--- config.mk ---
export PLATFORM = sky130hd
export DESIGN_NAME = tanh_job_sequencer_flat
export DESIGN_NICKNAME = d
export VERILOG_FILES = /design/src/rtl/tanh_job_sequencer_if.sv /design/src/rtl/tanh_job_sequencer.sv /design/src/flat_wrapper.sv
export SDC_FILE = /design/constraint.sdc
export NUM_CORES = 1
export LEC_CHECK = 0
export ABC_AREA = 1
export BUFFER_PORTS_ARGS = -buffer_cell sky130_fd_sc_hd__buf_2
export CORE_MARGIN = 5
export CORE_UTILIZATION = 50
export DETAILED_ROUTE_END_ITERATION = 10
export PLACE_DENSITY = 0.74
export SLEW_MARGIN = 20
export SYNTH_ARGS = -nofsm -noshare
export SYNTH_HDL_FRONTEND = slang
export SYNTH_SLANG_ARGS = --single-unit
--- constraint.sdc ---
create_clock -name clk -period 4.31 [get_ports clk]
set_input_delay 0.2155 -clock clk [delete_from_list [all_inputs] [get_ports clk]]
set_output_delay 0.2155 -clock clk [all_outputs]
set_load 0.05 [all_outputs]
--- src/rtl/tanh_job_sequencer_if.sv ---
// Bundle of the sample, core and result signals of tanh_job_sequencer.
// slave  : the sequencer side.
// master : the environment side (sample source, tanh core and consumer).
interface tanh_job_sequencer_if;
   logic        in_valid;
   logic        in_ready;
   logic [16:0] in_data;
   logic        core_start;
   logic [16:0] core_data_x;
   logic        core_done;
   logic [31:0] core_result;
   logic        out_valid;
   logic        out_ready;
   logic [31:0] out_data;
   logic        err_timeout;
   logic        busy;

   modport slave (
      input  in_valid, in_data, core_done, core_result, out_ready,
      output in_ready, core_start, core_data_x, out_valid, out_data, err_timeout, busy
   );

   modport master (
      output in_valid, in_data, core_done, core_result, out_ready,
      input  in_ready, core_start, core_data_x, out_valid, out_data, err_timeout, busy
   );
endinterface

--- src/rtl/tanh_job_sequencer.sv ---
// tanh_job_sequencer: buffers x samples in a small FIFO, runs one tanh core
// job per sample (start / data_x / done / result) and returns each result on
// a valid/ready stream. A core that never answers is cut off after
// TIMEOUT_CYCLES and reported as a zero result plus a sticky err_timeout.
// Optional build macro: TANH_SEQ_SIGN_FIX_EN -- the core only sees |x| and
// the sequencer negates the result for negative samples.
module tanh_job_sequencer #(
   parameter int DEPTH          = 4,
   parameter int TIMEOUT_CYCLES = 64
) (
   input  logic                 clk,
   input  logic                 rst,
   tanh_job_sequencer_if.slave  bus
);
   localparam int AW = $clog2(DEPTH);
   localparam int CW = $clog2(DEPTH + 1);
   localparam int TW = $clog2(TIMEOUT_CYCLES + 1);

   typedef enum logic [1:0] {IDLE, ISSUE, WAIT, DELIVER} state_t;

   logic [16:0]   mem_q [DEPTH];
   logic [AW-1:0] wr_ptr_q, rd_ptr_q;
   logic [CW-1:0] count_q;
   logic          push, pop, fifo_empty;

   state_t        state_q, state_d;
   logic [TW-1:0] tcnt_q, tcnt_d;
   logic [16:0]   dx_q, dx_d;
   logic          out_valid_q, out_valid_d;
   logic [31:0]   out_data_q, out_data_d;
   logic          err_q, err_d;
   logic          done_q;
   logic          done_rise;
`ifdef TANH_SEQ_SIGN_FIX_EN
   logic          sign_q, sign_d;
`endif

   assign fifo_empty = (count_q == '0);
   assign push       = bus.in_valid & bus.in_ready;
   // Only IDLE pops, so a job never overlaps the next one.
   assign pop        = (state_q == IDLE) & ~fifo_empty;
   assign done_rise  = bus.core_done & ~done_q;

   // FIFO storage: write at the tail on an accepted push.
   always_ff @(posedge clk) begin
      if (push) mem_q[wr_ptr_q] <= bus.in_data;
   end

   // FIFO pointers and occupancy; pointers wrap naturally (DEPTH is 2^n).
   always_ff @(posedge clk) begin
      if (rst) begin
         wr_ptr_q <= '0;
         rd_ptr_q <= '0;
         count_q  <= '0;
      end else begin
         if (push) wr_ptr_q <= wr_ptr_q + 1'b1;
         if (pop)  rd_ptr_q <= rd_ptr_q + 1'b1;
         count_q <= count_q + CW'(push) - CW'(pop);
      end
   end

   // FSM and job registers.
   always_ff @(posedge clk) begin
      if (rst) begin
         state_q     <= IDLE;
         tcnt_q      <= '0;
         dx_q        <= '0;
         out_valid_q <= 1'b0;
         out_data_q  <= '0;
         err_q       <= 1'b0;
         done_q      <= 1'b0;
`ifdef TANH_SEQ_SIGN_FIX_EN
         sign_q      <= 1'b0;
`endif
      end else begin
         state_q     <= state_d;
         tcnt_q      <= tcnt_d;
         dx_q        <= dx_d;
         out_valid_q <= out_valid_d;
         out_data_q  <= out_data_d;
         err_q       <= err_d;
         done_q      <= bus.core_done;
`ifdef TANH_SEQ_SIGN_FIX_EN
         sign_q      <= sign_d;
`endif
      end
   end

   // Next-state logic: pop -> start pulse -> wait for done edge or timeout -> hand off.
   always_comb begin
      state_d     = state_q;
      tcnt_d      = tcnt_q;
      dx_d        = dx_q;
      out_valid_d = out_valid_q;
      out_data_d  = out_data_q;
      err_d       = err_q;
`ifdef TANH_SEQ_SIGN_FIX_EN
      sign_d      = sign_q;
`endif
      case (state_q)
         IDLE: begin
            if (pop) begin
`ifdef TANH_SEQ_SIGN_FIX_EN
               dx_d   = {1'b0, mem_q[rd_ptr_q][15:0]};
               sign_d = mem_q[rd_ptr_q][16];
`else
               dx_d   = mem_q[rd_ptr_q];
`endif
               state_d = ISSUE;
            end
         end
         ISSUE: begin
            tcnt_d  = '0;
            state_d = WAIT;
         end
         WAIT: begin
            tcnt_d = tcnt_q + 1'b1;
            // A done edge beats a timeout landing in the same cycle.
            if (done_rise) begin
`ifdef TANH_SEQ_SIGN_FIX_EN
               out_data_d = sign_q ? (32'd0 - bus.core_result) : bus.core_result;
`else
               out_data_d = bus.core_result;
`endif
               out_valid_d = 1'b1;
               state_d     = DELIVER;
            end else if (tcnt_q == TW'(TIMEOUT_CYCLES - 1)) begin
               err_d       = 1'b1;
               out_data_d  = '0;
               out_valid_d = 1'b1;
               state_d     = DELIVER;
            end
         end
         DELIVER: begin
            if (bus.out_ready) begin
               out_valid_d = 1'b0;
               state_d     = IDLE;
            end
         end
         default: state_d = IDLE;
      endcase
   end

   assign bus.in_ready    = (count_q != CW'(DEPTH));
   assign bus.core_start  = (state_q == ISSUE);
   assign bus.core_data_x = dx_q;
   assign bus.out_valid   = out_valid_q;
   assign bus.out_data    = out_data_q;
   assign bus.err_timeout = err_q;
   assign bus.busy        = (state_q != IDLE) | ~fifo_empty;
endmodule

--- src/flat_wrapper.sv ---
// flat-port wrapper written by rule: the top's interface ports become plain ports
module tanh_job_sequencer_flat 
#(
   parameter int DEPTH          = 4,
   parameter int TIMEOUT_CYCLES = 64
)
  (clk, rst, bus_in_valid, bus_in_data, bus_core_done, bus_core_result, bus_out_ready, bus_in_ready, bus_core_start, bus_core_data_x, bus_out_valid, bus_out_data, bus_err_timeout, bus_busy);
  tanh_job_sequencer_if bus_i ();
  input  logic clk;
  input  logic rst;
  input wire logic [$bits(bus_i.in_valid)-1:0] bus_in_valid;
  input wire logic [$bits(bus_i.in_data)-1:0] bus_in_data;
  input wire logic [$bits(bus_i.core_done)-1:0] bus_core_done;
  input wire logic [$bits(bus_i.core_result)-1:0] bus_core_result;
  input wire logic [$bits(bus_i.out_ready)-1:0] bus_out_ready;
  output wire logic [$bits(bus_i.in_ready)-1:0] bus_in_ready;
  output wire logic [$bits(bus_i.core_start)-1:0] bus_core_start;
  output wire logic [$bits(bus_i.core_data_x)-1:0] bus_core_data_x;
  output wire logic [$bits(bus_i.out_valid)-1:0] bus_out_valid;
  output wire logic [$bits(bus_i.out_data)-1:0] bus_out_data;
  output wire logic [$bits(bus_i.err_timeout)-1:0] bus_err_timeout;
  output wire logic [$bits(bus_i.busy)-1:0] bus_busy;
  assign bus_i.in_valid = bus_in_valid;
  assign bus_i.in_data = bus_in_data;
  assign bus_i.core_done = bus_core_done;
  assign bus_i.core_result = bus_core_result;
  assign bus_i.out_ready = bus_out_ready;
  assign bus_in_ready = bus_i.in_ready;
  assign bus_core_start = bus_i.core_start;
  assign bus_core_data_x = bus_i.core_data_x;
  assign bus_out_valid = bus_i.out_valid;
  assign bus_out_data = bus_i.out_data;
  assign bus_err_timeout = bus_i.err_timeout;
  assign bus_busy = bus_i.busy;
  tanh_job_sequencer #(.DEPTH(DEPTH), .TIMEOUT_CYCLES(TIMEOUT_CYCLES)) u_core (.clk(clk), .rst(rst), .bus(bus_i));
endmodule
After elaboration in Yosys (flattened, before gate mapping)
Memories as Yosys holds them, arrays and structs flattened. A register that Yosys moved wholly into a read port is not among the register bits.
Index checks and enable logic that the tools add are counted.
{ "op_classes": {"mux": 14, "bitwise_logic": 7, "n_eq_ne": 8, "addsub": 5, "reduce_logical": 11} }
{ "op_table": {"columns": ["operator", "count"], "rows": [
  ["$mux 32", 2],
  ["$pmux 7 s2", 1],
  ["$reduce_and 3->1", 3],
  ["$mux 2", 4],
  ["$pmux 2 s4", 1],
  ["$reduce_bool 2->1", 4],
  ["$add 7x1->7 const B", 1],
  ["$eq 7x6->1 const B", 1],
  ["$mux 1", 5],
  ["$add 2x1->2 const B", 2],
  ["$eq 2x2->1 const B", 2],
  ["$reduce_and 2->1", 2],
  ["$add 3x1->3", 1],
  ["$and 1x1->1", 3],
  ["$logic_not 3->1", 1],
  ["$ne 3x1->1 const B", 1],
  ["$ne 3x3->1 const B", 1],
  ["$not 1->1", 3],
  ["$sub 3x1->3", 1],
  ["$eq 2x1->1 const B", 1],
  ["$logic_not 2->1", 1],
  ["$ne 2x1->1 const B", 1],
  ["$ne 2x2->1 const B", 1],
  ["$pmux 1 s2", 1],
  ["$or 1x1->1", 1]
]} }
{ "totals": {"reg_bits": 51, "mem_count": 1, "in_bits": 54, "mem_bits_rw": 68} }
{ "mem_list": {"columns": ["name", "depth", "word_bits", "read_ports", "rd_clocked_by_memory_dff", "wr", "line_no", "rtl"], "rows": [
  ["u_core.mem_q", 4, 17, 1, 1, 1, "tanh_job_sequencer.sv:21", "logic [16:0] mem_q [DEPTH];"]
]} }

Logic depth before layout (Yosys ltp)
Gate-level depths: netlist of the first run.
{ "depth": {"ltp_word": 5, "mapped_depth": 11} }

Worst setup path before layout of the first run
No wires, ideal clock.
{ "synth_timing": {"path_kind": "reg-to-reg", "start": "register u_core.count_q[1]", "end": "memory u_core.mem_q[0][0] (enable)", "required_time_ps": 3919, "path_stages_with_launch": 5, "t_arrival_ps": 1815, "slack_ps": 2104, "path_buffers": 0, "path_cell_list": "dfxtp_1 > nor2_2 > nand2_1 > nand2_1 > nor2_1"} }
{ "synth_via": {"elab_chain_len": 4} }
{ "synth_rtl": {"columns": ["item", "line_no", "rtl"], "rows": [
  ["start: declaration", "tanh_job_sequencer.sv:23", "logic [CW-1:0] count_q;"],
  ["start signal: assignment", "tanh_job_sequencer.sv:58", "count_q <= count_q + CW'(push) - CW'(pop);"],
  ["$ne 3x3->1", "tanh_job_sequencer.sv:144", "assign bus.in_ready = (count_q != CW'(DEPTH));"],
  ["named net bus_in_ready", "flat_wrapper.sv:16", "output wire logic [$bits(bus_i.in_ready)-1:0] bus_in_ready;"],
  ["$and 1x1->1", "tanh_job_sequencer.sv:39", "assign push = bus.in_valid & bus.in_ready;"],
  ["$mux 1", "tanh_job_sequencer.sv:46", "if (push) mem_q[wr_ptr_q] <= bus.in_data;"],
  ["$mux 1 (implied by the code)", "tanh_job_sequencer.sv:46", null],
  ["end: declaration", "tanh_job_sequencer.sv:21", null]
]} }
The timed path passes the listed nets, and every way through them passes these cells.

Worst setup path after layout of the first run
{ "layout_timing": {"start": "register u_core.state_q[0]", "end": "register u_core.count_q[2]"} }
{ "layout_via": {"elab_chain_len": 3} }
{ "layout_rtl": {"columns": ["item", "line_no", "rtl"], "rows": [
  ["start: declaration", "tanh_job_sequencer.sv:26", "state_t state_q, state_d;"],
  ["start signal: assignment", "tanh_job_sequencer.sv:76", "state_q <= state_d;"],
  ["$logic_not 2->1", "tanh_job_sequencer.sv:41", "assign pop = (state_q == IDLE) & ~fifo_empty;"],
  ["$and 1x1->1", "tanh_job_sequencer.sv:41", null],
  ["$sub 3x1->3", "tanh_job_sequencer.sv:58", null]
]} }
Every way passes these cells.
A chain may end at the register's enable or synchronous reset.

==> summary.md, run 1 <==
| Metric | Value |
|---|---|
| Outcome | `completed` |
| Clock latency on the worst-skew pair | `between 0.5 and 0.6 ns` |
| Most frequent cells in the layout | `buf_2 (107), nand2_1 (90), nor2_1 (87)` |
| RSZ-0062 raised after global routing | `no` |
| Die Area | `0.0127 mm2` |
| Max VDD drop | `a little over 0.3 mV` |
| Worst Path Buf+Inv | `3` |
| Mapped cell area | `0.00529 mm2` |
| Fmax achieved | `0.424 GHz` |
| Top Family by Delay on Critical Path | `adder cells` |
| Area Overhead vs Synth | `30.9%` |
| Antenna diode count | `0` |
| Via count | `4,105` |
| Gate count after technology mapping | `520` |
| Post-Synth XOR/XNOR Area | `less than 1%` |
| Starting Density | `51.3%` |
| Final critical-path required period | `between 2 and 2.5 ns` |
| Fillers | `750` |
| Final Slew Violations | `0` |
| Std cell rows | `37` |
| Kind of critical path | `reg -> reg` |
| FF-to-FF End | `u_core.count_q[2]` |
| R2R depth | `10` |
| R2r setup slk | `slightly below 2 ns` |
| Total CTS buffers | `17` |
| Critical Path Source Type | `flop` |
| Setup crit start | `u_core.state_q[0]` |
| CP Capture Type | `flop` |
| Min-delay worst type | `in -> reg` |
| Root buffer cell | `clkbuf_8` |
| CP Capture Point | `u_core.count_q[2]` |
| Overall routing resource usage | `approximately 20%` |
| Max-capacitance violation count | `0` |
| Min Hold Slack | `approximately 0.090 ns` |
| Measured slew at the worst slew-check pin | `between 1 and 1.5 ns` |
| Die Span X | `around 110 um` |
| CTS clk-pin slew, worst paths | `~0.060 ns` |
| Share of cells above drive strength 1 | `approximately a quarter` |
| Largest net degree at the start of global routing | `around 40` |
| Post-synthesis mux area share | `0%` |
| Simple-gate share of the synthesized area | `14.7%` |
| H-tree depth | `4` |
| Routed WL | `around 12 mm` |
| DP Area | `0.00586 mm2` |
| Post-route cell area | `between 0.006 and 0.007 mm2` |
| Dominant cells by area after synthesis | `edfxtp_1 (39%), dfxtp_1 (26%), nand2_1 (6.4%)` |
| R2r startpoint | `u_core.state_q[0]` |
| DR WL/cell | `14.8 um` |
| Initial DRC count | `296` |
| Leakage | `2.85 nW` |
| First-pass GRT wire length | `19.9 mm` |
| Syn avg cell area | `between 10 and 15 um2` |
| Core area | `just over 0.01 mm2` |
| Main combinational cell family by area after synthesis | `simple AND/OR/NAND/NOR gates` |
| Ports | `between 100 and 150` |
| Worst EP arrival | `2.72 ns` |
| Slew HR | `about a third` |
| Area share of the largest cell type after synthesis | `slightly below 40%` |
| Vias in the first global route | `approximately 4,200` |
| Most common cell after layout, fill and taps aside | `buf_2` |
| Pwr Density | `654 mW/mm2` |
| Cell breakdown of the critical path | `inv_1 > ha_1 > nand2_4 > inv_2 > ha_1 > inv_1 > ha_1 > fa_1 > xor2_1 > nor2_1` |
| HPWL Detailed | `roughly 7.4 mm` |
| CTS max path bufs | `2` |
| Nets | `between 700 and 800` |
| Critical path required time | `about 4.7 ns` |
| #FFs+latches synth | `approximately 140` |
| Die Y | `between 100 and 150 um` |
| TritonCTS clock tree | `done` |
| Port bufs | `107` |
| Skew final | `roughly 0.012 ns` |
| Hold Vio Cnt, Final | `0` |
| Final Setup Violations | `0` |
| DRT Pass-1 Iters | `8` |
| GR Overflow Total | `0` |
| Worst slack at placement | `a little under 2 ns` |
| Synth Area in Compound Gates | `12.1%` |
| Initial antenna violation count | `0` |
| Placer Congestion | `0.861` |
| Final WS setup | `slightly below 2 ns` |
| Synthesized Nets | `~590` |
| Final period utilization | `54.7%` |
| Maximum fanout along the worst path | `19` |
| Detail Route Antenna Nets | `0` |
| Cell type of the slowest stage on the worst timing path | `dfxtp_1` |
| Crit path depth | `10` |
| Post-synthesis sequential area ratio | `around 64%` |
| Vias/cell | `~5` |
| Synth Warn # | `0` |
| Synth area leader | `edfxtp_1` |
| Yosys cell types | `29` |
| Drt drc | `0` |
| Most used cell, CP | `ha_1` |
| Post-Synth Adder-Cell Area | `2.98%` |
| Max incr delay on CP | `about 0.38 ns` |
| Setup tns final | `0 ns` |
| Num Clock Sinks | `~140` |
kinds of logic (layout without fill, tap and decap cells):
kind of cell    count (synthesis)  in the layout
compound gates                117            117
xor+xnor                        2              2
fa+ha+maj                      12             12
buf+inv                        58            226
flops                         136            136
simple gates                  195            195
registers in the layout (all words and copies together) (netlist names):
| signal | count |
|---|---|
| u_core.bus.out_valid | 1 |
| u_core.bus.core_data_x | 17 |
| u_core.mem_q | 68 |
| u_core.done_q | 1 |
| u_core.count_q | 3 |
| u_core.bus.err_timeout | 1 |
| u_core.rd_ptr_q | 2 |
| u_core.wr_ptr_q | 2 |
| u_core.state_q | 2 |
| u_core.tcnt_q | 7 |
| u_core.bus.out_data | 32 |
worst reg2reg max path, cell delays in order, from the launching register on:
cell,delay (ns)
dfxtp_1,0.38
inv_1,0.08
ha_1,0.25
nand2_4,0.21
inv_2,0.17
ha_1,0.32
inv_1,0.04
ha_1,0.18
fa_1,0.37
xor2_1,0.15
nor2_1,0.05
report_power, final:
part           switching (mW)  internal [mW]
Clock                   0.589          0.789
Combinational            1.08          0.392
Sequential              0.109           1.57
layout make-up:
class                   instances  area [um2]  share of cell area [%]
clock buffers                  17         414                    5.98
clock inverters                15         156                    2.26
inverters                      34         128                    1.84
multi-input cells             326        1600                    23.1
flip-flops and latches        136        3400                    49.1
well taps                     136         170                    2.46
repair buffers                160        1060                    15.3
timing repair:
| action | 4_1_cts | 5_1_grt |
|---|---|---|
| gates resized for setup | 0 | 0 |
| hold buffers | 50 | 0 |
| endpoints found under the hold margin | 101 | 0 |
| setup buffers | 0 | 0 |
how the worst min path moves through the flow:
stage / cells after the start / endpoint / startpoint / slack [ns]
2_1_floorplan: 0 / u_core.mem_q[0][0] / bus_in_data[0] / 0.31
3_3_place_gp: 1 / u_core.mem_q[2][4] / bus_in_data[4] / 0.43
3_5_place_dp: 1 / u_core.mem_q[1][7] / bus_in_data[7] / 0.43
4_1_cts: 6 / u_core.bus.out_valid / bus_out_ready / 0.07
5_1_grt: 6 / u_core.bus.out_valid / bus_out_ready / 0.09
6_report: 6 / u_core.bus.out_valid / bus_out_ready / 0.09
synth_stat cells:
cell type / number
clkbuf_2: 3
nand2_2: 1
edfxtp_1: 68
clkbuf_1: 4
ha_1: 11
o21bai_1: 1
inv_2: 4
fa_1: 1
nor3b_1: 1
o22ai_1: 17
a21oi_1: 36
buf_4: 2
nand3_1: 6
a21oi_2: 7
buf_1: 1
dfxtp_1: 68
nor2_4: 1
nand2_4: 2
o211a_1: 1
nor2_2: 2
buf_6: 8
nor3_1: 3
xor2_1: 2
buf_2: 6
o21ai_0: 53
nor2_1: 89
nand2_1: 90
inv_1: 30
o21ai_1: 2
routing by layer:
metal  wire [um]  track usage, %  vias to the layer above  share of wire, %
li1            -               -                     2050                 -
met3         610            5.29                       21               5.0
met5           0               0                        -                 0
met4         246            7.13                        0               2.0
met1        5120            23.0                     1907                42
met2        6180            34.1                      127                51
metrics by stage:
step                      util, %  cells  power, mW
after floorplan                 -    520       2.81
after global placement       56.7    742       3.10
after detailed placement     56.7    742       3.13
after CTS                    67.1    824       4.55
after global routing         67.1    824       4.79
final                        67.1    824       4.53
Power figures use the tool's default switching activity.
==> inputs of run 2 (changes only) <==
--- a/config.mk
+++ b/config.mk
@@ -5,12 +5,12 @@
 export SDC_FILE = /design/constraint.sdc
 export NUM_CORES = 1
 export LEC_CHECK = 0
-export ABC_AREA = 1
+export ABC_AREA = 0
 export BUFFER_PORTS_ARGS = -buffer_cell sky130_fd_sc_hd__buf_2
 export CORE_MARGIN = 5
-export CORE_UTILIZATION = 50
+export CORE_UTILIZATION = 49
 export DETAILED_ROUTE_END_ITERATION = 10
-export PLACE_DENSITY = 0.74
+export PLACE_DENSITY = 0.76
 export SLEW_MARGIN = 20
 export SYNTH_ARGS = -nofsm -noshare
 export SYNTH_HDL_FRONTEND = slang
==> constraint.sdc (replaced) <==
create_clock -name clk -period 2.09 [get_ports clk]
set_input_delay 0.1045 -clock clk [delete_from_list [all_inputs] [get_ports clk]]
set_output_delay 0.1045 -clock clk [all_outputs]
set_load 0.05 [all_outputs]
==> run 2 against run 1 <==
Net effect:
- non-clock buffer count increased by 14
- global-route usage fell by 0.40 points
- clock skew is 0.0052 ns lower
- design area up 0.88%
- setup slack lost 1.9 ns
- flip-flop and latch count did not move
- critical endpoint unchanged
- fmax rose by 18%
- count of clock-buffer cells in the layout rose by 4
- largest power group unchanged
==> summary.md, run 2 <==
| Metric | Value |
|---|---|
| Outcome | `completed` |
| Share of cells above drive strength 1 | `around 36%` |
| Post-synth ARST share | `0%` |
| Final period utilization | `between 90% and 100%` |
| Final Slew Violations | `0` |
| Met3 usage | `7.01%` |
| TritonCTS clock tree | `done` |
| Worst EP arrival | `around 2.4 ns` |
| Via count | `about 3,400` |
| Pwr Density | `~1300 mW/mm2` |
| Fmax achieved | `between 0.5 and 0.6 GHz` |
| Yosys cell types | `40` |
| Mapped cell area | `between 0.005 and 0.006 mm2` |
| Final WS setup | `~0.09 ns` |
| Core area | `roughly 0.01 mm2` |
| Most frequent cells in the layout | `buf_2 (107), edfxtp_1 (68), dfxtp_1 (65)` |
| Worst slack at placement | `-0.00170 ns` |
| Pwr Total | `approximately 9.3 mW` |
| Placer Congestion | `around 0.79` |
| Post-Synth XOR/XNOR Area | `between 1 and 1.5%` |
| DRT Pass-1 Iters | `4` |
| Starting Density | `49.7%` |
| Dominant cells by area after synthesis | `edfxtp_1 (40%), dfxtp_1 (27%), mux4_2 (7.5%)` |
| Ports | `108` |
| Max VDD drop | `about 1.0 mV` |
| Critical Path Source Type | `flop` |
| Routed WL | `between 10 and 15 mm` |
| Hold Vio Cnt, Final | `0` |
| Post-synthesis mux area share | `just under 8%` |
| Die Span X | `approximately 110 um` |
| HPWL Detailed | `slightly below 7 mm` |
| Synth Warn # | `0` |
| Std cell rows | `37` |
| Number of flip-flops in the largest register | `between 60 and 70` |
| Post-route cell area | `approximately 0.007 mm2` |
| CTS clk-pin slew, worst paths | `roughly 0.060 ns` |
| Synth area leader | `edfxtp_1` |
| Most common cell after layout, fill and taps aside | `buf_2` |
| Area Overhead vs Synth | `37.6%` |
| Detail Route Antenna Nets | `0` |
| Initial DRC count | `approximately 260` |
| Main synth FF type | `edfxtp_1` |
| Busiest layer in global routing | `met2` |
| Biggest register | `u_core.mem_q` |
| Gate count after technology mapping | `between 300 and 400` |
| Area share of the largest cell type after synthesis | `between 40% and 50%` |
| EDFF count, synth | `a little under 70` |
| Met2 Usage GRT | `between 30% and 40%` |
| Measured slew at the worst slew-check pin | `~0.40 ns` |
| Kind of critical path | `reg -> reg` |
| Maximum fanout along the worst path | `3` |
| Main combinational cell family by area after synthesis | `compound AO/OA/AOI/OAI gates` |
| Die Y | `112 um` |
| Port bufs | `between 100 and 150` |
| Max-capacitance violation count | `0` |
| Antenna diode count | `0` |
| H-tree depth | `4` |
| Fillers | `roughly 700` |
| DR WL/cell | `approximately 17 um` |
| CTS max path bufs | `2` |
| Syn avg cell area | `between 10 and 15 um2` |
| DP Area | `between 0.005 and 0.006 mm2` |
| Largest net degree at the start of global routing | `33` |
| R2r setup slk | `0.09 ns` |
| #FFs+latches synth | `about 140` |
| Overall routing resource usage | `19.1%` |
| Skew final | `about 0.0066 ns` |
| First-pass GRT wire length | `about 19 mm` |
| Total CTS buffers | `17` |
| Final critical-path required period | `about 2.0 ns` |
| Vias in the first global route | `around 3,600` |
| Synth Area in Compound Gates | `roughly a tenth` |
| Post-Synth Adder-Cell Area | `slightly above 3%` |
| Clock latency on the worst-skew pair | `~0.5 ns` |
| Die Area | `around 0.013 mm2` |
| Most frequent cells after synthesis | `dfxtp_1 (68), edfxtp_1 (68), nand2_1 (39), a22o_1 (32), a21oi_1 (21)` |
| Min-delay worst type | `in -> reg` |
| Drt drc | `0` |
| Initial antenna violation count | `1` |
| GR Overflow Total | `0` |
| Vias/cell | `between 5 and 6` |
| M1 GR Usage | `approximately a fifth` |
| Fin util | `slightly below 70%` |
| Leakage | `~2.8 nW` |
| Slew HR | `between 70% and 80%` |
| Nets | `585` |
| Final Setup Violations | `0` |
| Post-synthesis sequential area ratio | `67.0%` |
| Num Clock Sinks | `about 140` |
| Simple-gate share of the synthesized area | `under 10%` |
| Synthesized Nets | `around 410` |
| CP Capture Type | `flop` |
| Root buffer cell | `clkbuf_8` |
| Sequential standard cell area | `about 0.0034 mm2` |
| Critical path required time | `2.48 ns` |
| Multi-input logic area | `0.00157 mm2` |
## run 2: changes by cell type after synthesis, moves of 5 or more
cell,change
mux4_2,+17
nand2b_1,+5
o22ai_1,-17
nand2_1,-51
nor2_1,-79
inv_1,-21
a21oi_1,-15
a22o_1,+32
o21ai_0,-52
a21oi_2,-6
## run 2: cell type report
class	instances	share of cell area [%]
flip-flops and latches	136	48.8
clock inverters	11	1.88
clock buffers	21	7.04
well taps	136	2.43
inverters	10	0.537
multi-input cells	180	22.4
repair buffers	174	16.9
## run 2: worst paths after layout
kind,start,end,cells past startpoint
worst max-delay path,u_core.state_q[0],u_core.count_q[2],11
worst min-delay path,bus_in_valid,u_core.wr_ptr_q[0],4
worst max register to register,u_core.state_q[0],u_core.count_q[2],11
worst min register to register,u_core.bus.core_data_x[3],u_core.bus.core_data_x[3],2
## run 2: logic make-up after synthesis
group | after synthesis
adders and majority gates | 12
and+or+nand+nor | 75
xor gates and xnor gates | 8
buffers and inverters | 29
AOI/OAI and AO/OA | 67
DFF | 136
muxes | 18
## run 2: repair_timing
item                       4_1_cts  5_1_grt
pin swaps                        0        2
hold endpoints to repair       102        0
resized for setup                1        3
setup buffers                    0        1
hold buffers                    52        0
setup endpoints to repair        1        2
## run 2: report_power, final
| group | switching, mW | internal (mW) |
|---|---|---|
| sequential | 0.194 | 3.21 |
| combinational | 1.82 | 1.05 |
| clock | 1.14 | 1.92 |
## run 2: worst max-delay path: stages (launching register included)
cell and delay (ns):
dfxtp_2 0.34, inv_1 0.08, ha_4 0.18, o31ai_4 0.06
inv_2 0.08, ha_4 0.27, inv_2 0.03, ha_4 0.15
fa_2 0.37, xnor2_2 0.14, xnor2_1 0.13, nor2_1 0.05
## run 2: layer usage
layer / part of all wire [%] / vias to the layer above
met5: 0.11 / -
met4: 0.92 / 2
met2: 53 / 104
met3: 7.2 / 13
li1: - / 1633
met1: 39 / 1681
## run 2: stage by stage
stage               setup TNS (ns)  instances  hold WS, ns
floorplan                  -0.0982        345        0.203
global placement                 0        583        0.315
detailed placement        -0.00170        583        0.319
CTS                              0        667       0.0986
global route              -0.00335        668        0.162
finish                           0        668        0.116
==> inputs of run 3 (changes only) <==
--- a/config.mk
+++ b/config.mk
@@ -6,7 +6,7 @@
 export NUM_CORES = 1
 export LEC_CHECK = 0
 export ABC_AREA = 0
-export BUFFER_PORTS_ARGS = -buffer_cell sky130_fd_sc_hd__buf_2
+export BUFFER_PORTS_ARGS = -buffer_cell sky130_fd_sc_hd__buf_4
 export CORE_MARGIN = 5
 export CORE_UTILIZATION = 49
 export DETAILED_ROUTE_END_ITERATION = 10
==> run 3 against run 2 <==
Net effect:
- design area grew 3.9%
- via count shrank 0.20%
- non-clock buffer count shrank 1
- critical path type unchanged
==> summary.md, run 3 (synthesized netlist as in run 2, its figures left out) <==
| Metric | Value |
|---|---|
| GR Overflow Total | `0` |
| DR WL/cell | `roughly 17 um` |
| Overall routing resource usage | `a little under 20%` |
| Max VDD drop | `1.05 mV` |
| Share of cells above drive strength 1 | `~36%` |
| Post-route cell area | `0.00726 mm2` |
| Biggest register | `u_core.mem_q` |
| Die Span X | `approximately 110 um` |
| Final critical-path required period | `1.99 ns` |
| Min-delay worst type | `in -> reg` |
| Placer Congestion | `between 0.7 and 0.8` |
| Min Hold Slack | `around 0.14 ns` |
| Vias in the first global route | `between 3,000 and 4,000` |
| Detail Route Antenna Nets | `0` |
| Area Overhead vs Synth | `42.9%` |
| Leakage | `roughly 2.8 nW` |
| DP Area | `0.00609 mm2` |
| Hold path depth | `4` |
| Die Y | `between 100 and 150 um` |
| Final period utilization | `between 90% and 100%` |
| H-tree depth | `4` |
| Measured slew at the worst slew-check pin | `around 0.4 ns` |
| Number of flip-flops in the largest register | `~70` |
| CP Capture Type | `flop` |
| Ports | `108` |
| Antenna diode count | `0` |
| Worst slack at placement | `0.00194 ns` |
| Met2 Usage GRT | `between 30% and 40%` |
| First-pass GRT wire length | `about 19 mm` |
| Kind of critical path | `reg -> reg` |
| DRT Pass-1 Iters | `4` |
| Max-capacitance violation count | `0` |
| Port bufs | `around 110` |
| Most frequent cells in the layout | `buf_4 (118), edfxtp_1 (68), dfxtp_1 (64)` |
| M1 GR Usage | `a little under a quarter` |
| TritonCTS clock tree | `done` |
| Critical path required time | `2.48 ns` |
| Final WS setup | `between 0.1 and 0.15 ns` |
| Routed WL | `approximately 12 mm` |
| Die Area | `0.0125 mm2` |
| Via count | `approximately 3,400` |
| Slew HR | `72.5%` |
| Final Slew Violations | `0` |
| Clock latency on the worst-skew pair | `between 0.5 and 0.6 ns` |
| CTS clk-pin slew, worst paths | `about 0.060 ns` |
| Vias/cell | `between 5 and 6` |
| Outcome | `completed` |
| Pwr Density | `1310 mW/mm2` |
| RSZ-0062 raised after global routing | `no` |
| Nets | `584` |
| Met3 usage | `about 5.5%` |
| Worst EP arrival | `around 2.4 ns` |
| Busiest layer in global routing | `met2` |
| HPWL Detailed | `6.91 mm` |
| Maximum fanout along the worst path | `3` |
| Pwr Total | `between 9 and 10 mW` |
| Total CTS buffers | `17` |
| Critical Path Source Type | `flop` |
| Hold Vio Cnt, Final | `0` |
| Skew final | `just over 0.008 ns` |
| Std cell rows | `37` |
| CTS max path bufs | `2` |
| Fin util | `a little over 70%` |
| Root buffer cell | `clkbuf_8` |
| Largest net degree at the start of global routing | `33` |
| Initial DRC count | `~250` |
| Most common cell after layout, fill and taps aside | `buf_4` |
| Drt drc | `0` |
| Fmax achieved | `about 0.50 GHz` |
| Final Setup Violations | `0` |
| Starting Density | `roughly half` |
| R2R depth | `11` |
| Initial antenna violation count | `0` |
| Num Clock Sinks | `~140` |
| Core area | `slightly above 0.01 mm2` |
-- run 3: cell types whose count changed in the layout (fill, tap and decap cells not counted), moves of 2 or more --
cell / delta
clkinv_2: +2
clkbuf_16: -2
bufinv_16: +2
buf_4: +104
clkbuf_8: -2
buf_2: -107
-- run 3: layout make-up --
| type | instances | area (um2) |
|---|---|---|
| Timing Repair Buffer | 173 | 1460 |
| Clock buffer | 18 | 418 |
| Sequential cell | 136 | 3410 |
| Multi-Input combinational cell | 180 | 1570 |
| Tap cell | 136 | 170 |
| Fill cell | 665 | 2970 |
| Inverter | 10 | 37.5 |
| Clock inverter | 14 | 196 |
-- run 3: final timing paths --
kind | start | to | slack, ns
worst min register to register | u_core.bus.core_data_x[2] | u_core.bus.core_data_x[2] | 0.45
worst max register to register | u_core.state_q[0] | u_core.count_q[2] | 0.10
worst min-delay path | bus_in_valid | u_core.wr_ptr_q[0] | 0.14
worst max-delay path | u_core.state_q[0] | u_core.count_q[2] | 0.10
-- run 3: routing by layer --
layer  wire (um)  share of wire (%)  up-vias
met3         729                6.3       10
met2        5960                 52      120
met5           0                  0        -
met4         114               0.99        0
li1            -                  -     1629
met1        4760                 41     1667
-- run 3: report_power, final --
part | internal [mW] | switching, mW | total (mW)
logic | 1.20 | 1.84 | 3.04
clock network | 1.95 | 1.13 | 3.08
registers | 3.21 | 0.190 | 3.40
-- run 3: worst max-delay path, stage by stage (launching register included) --
cell and delay, ns:
dfxtp_2 0.32, inv_1 0.07, ha_4 0.18, o31ai_4 0.06, inv_2 0.08, ha_4 0.27
inv_2 0.04, ha_4 0.14, fa_2 0.35, xnor2_2 0.17, xnor2_1 0.13, nor2_1 0.05
-- run 3: what timing repair did --
action | in CTS | in global routing
hold buffers | 53 | 0
setup endpoints to repair | 1 | 2
hold endpoints to repair | 102 | 0
buffers inserted | 0 | 1
resized for setup | 1 | 5
pin swaps | 0 | 1
-- run 3: per-stage QoR --
step / setup TNS, ns / instances
floorplan: -0.0982 / 345
global placement: 0 / 581
detailed placement: 0 / 581
CTS: 0 / 666
global route: 0 / 667
finish: 0 / 667
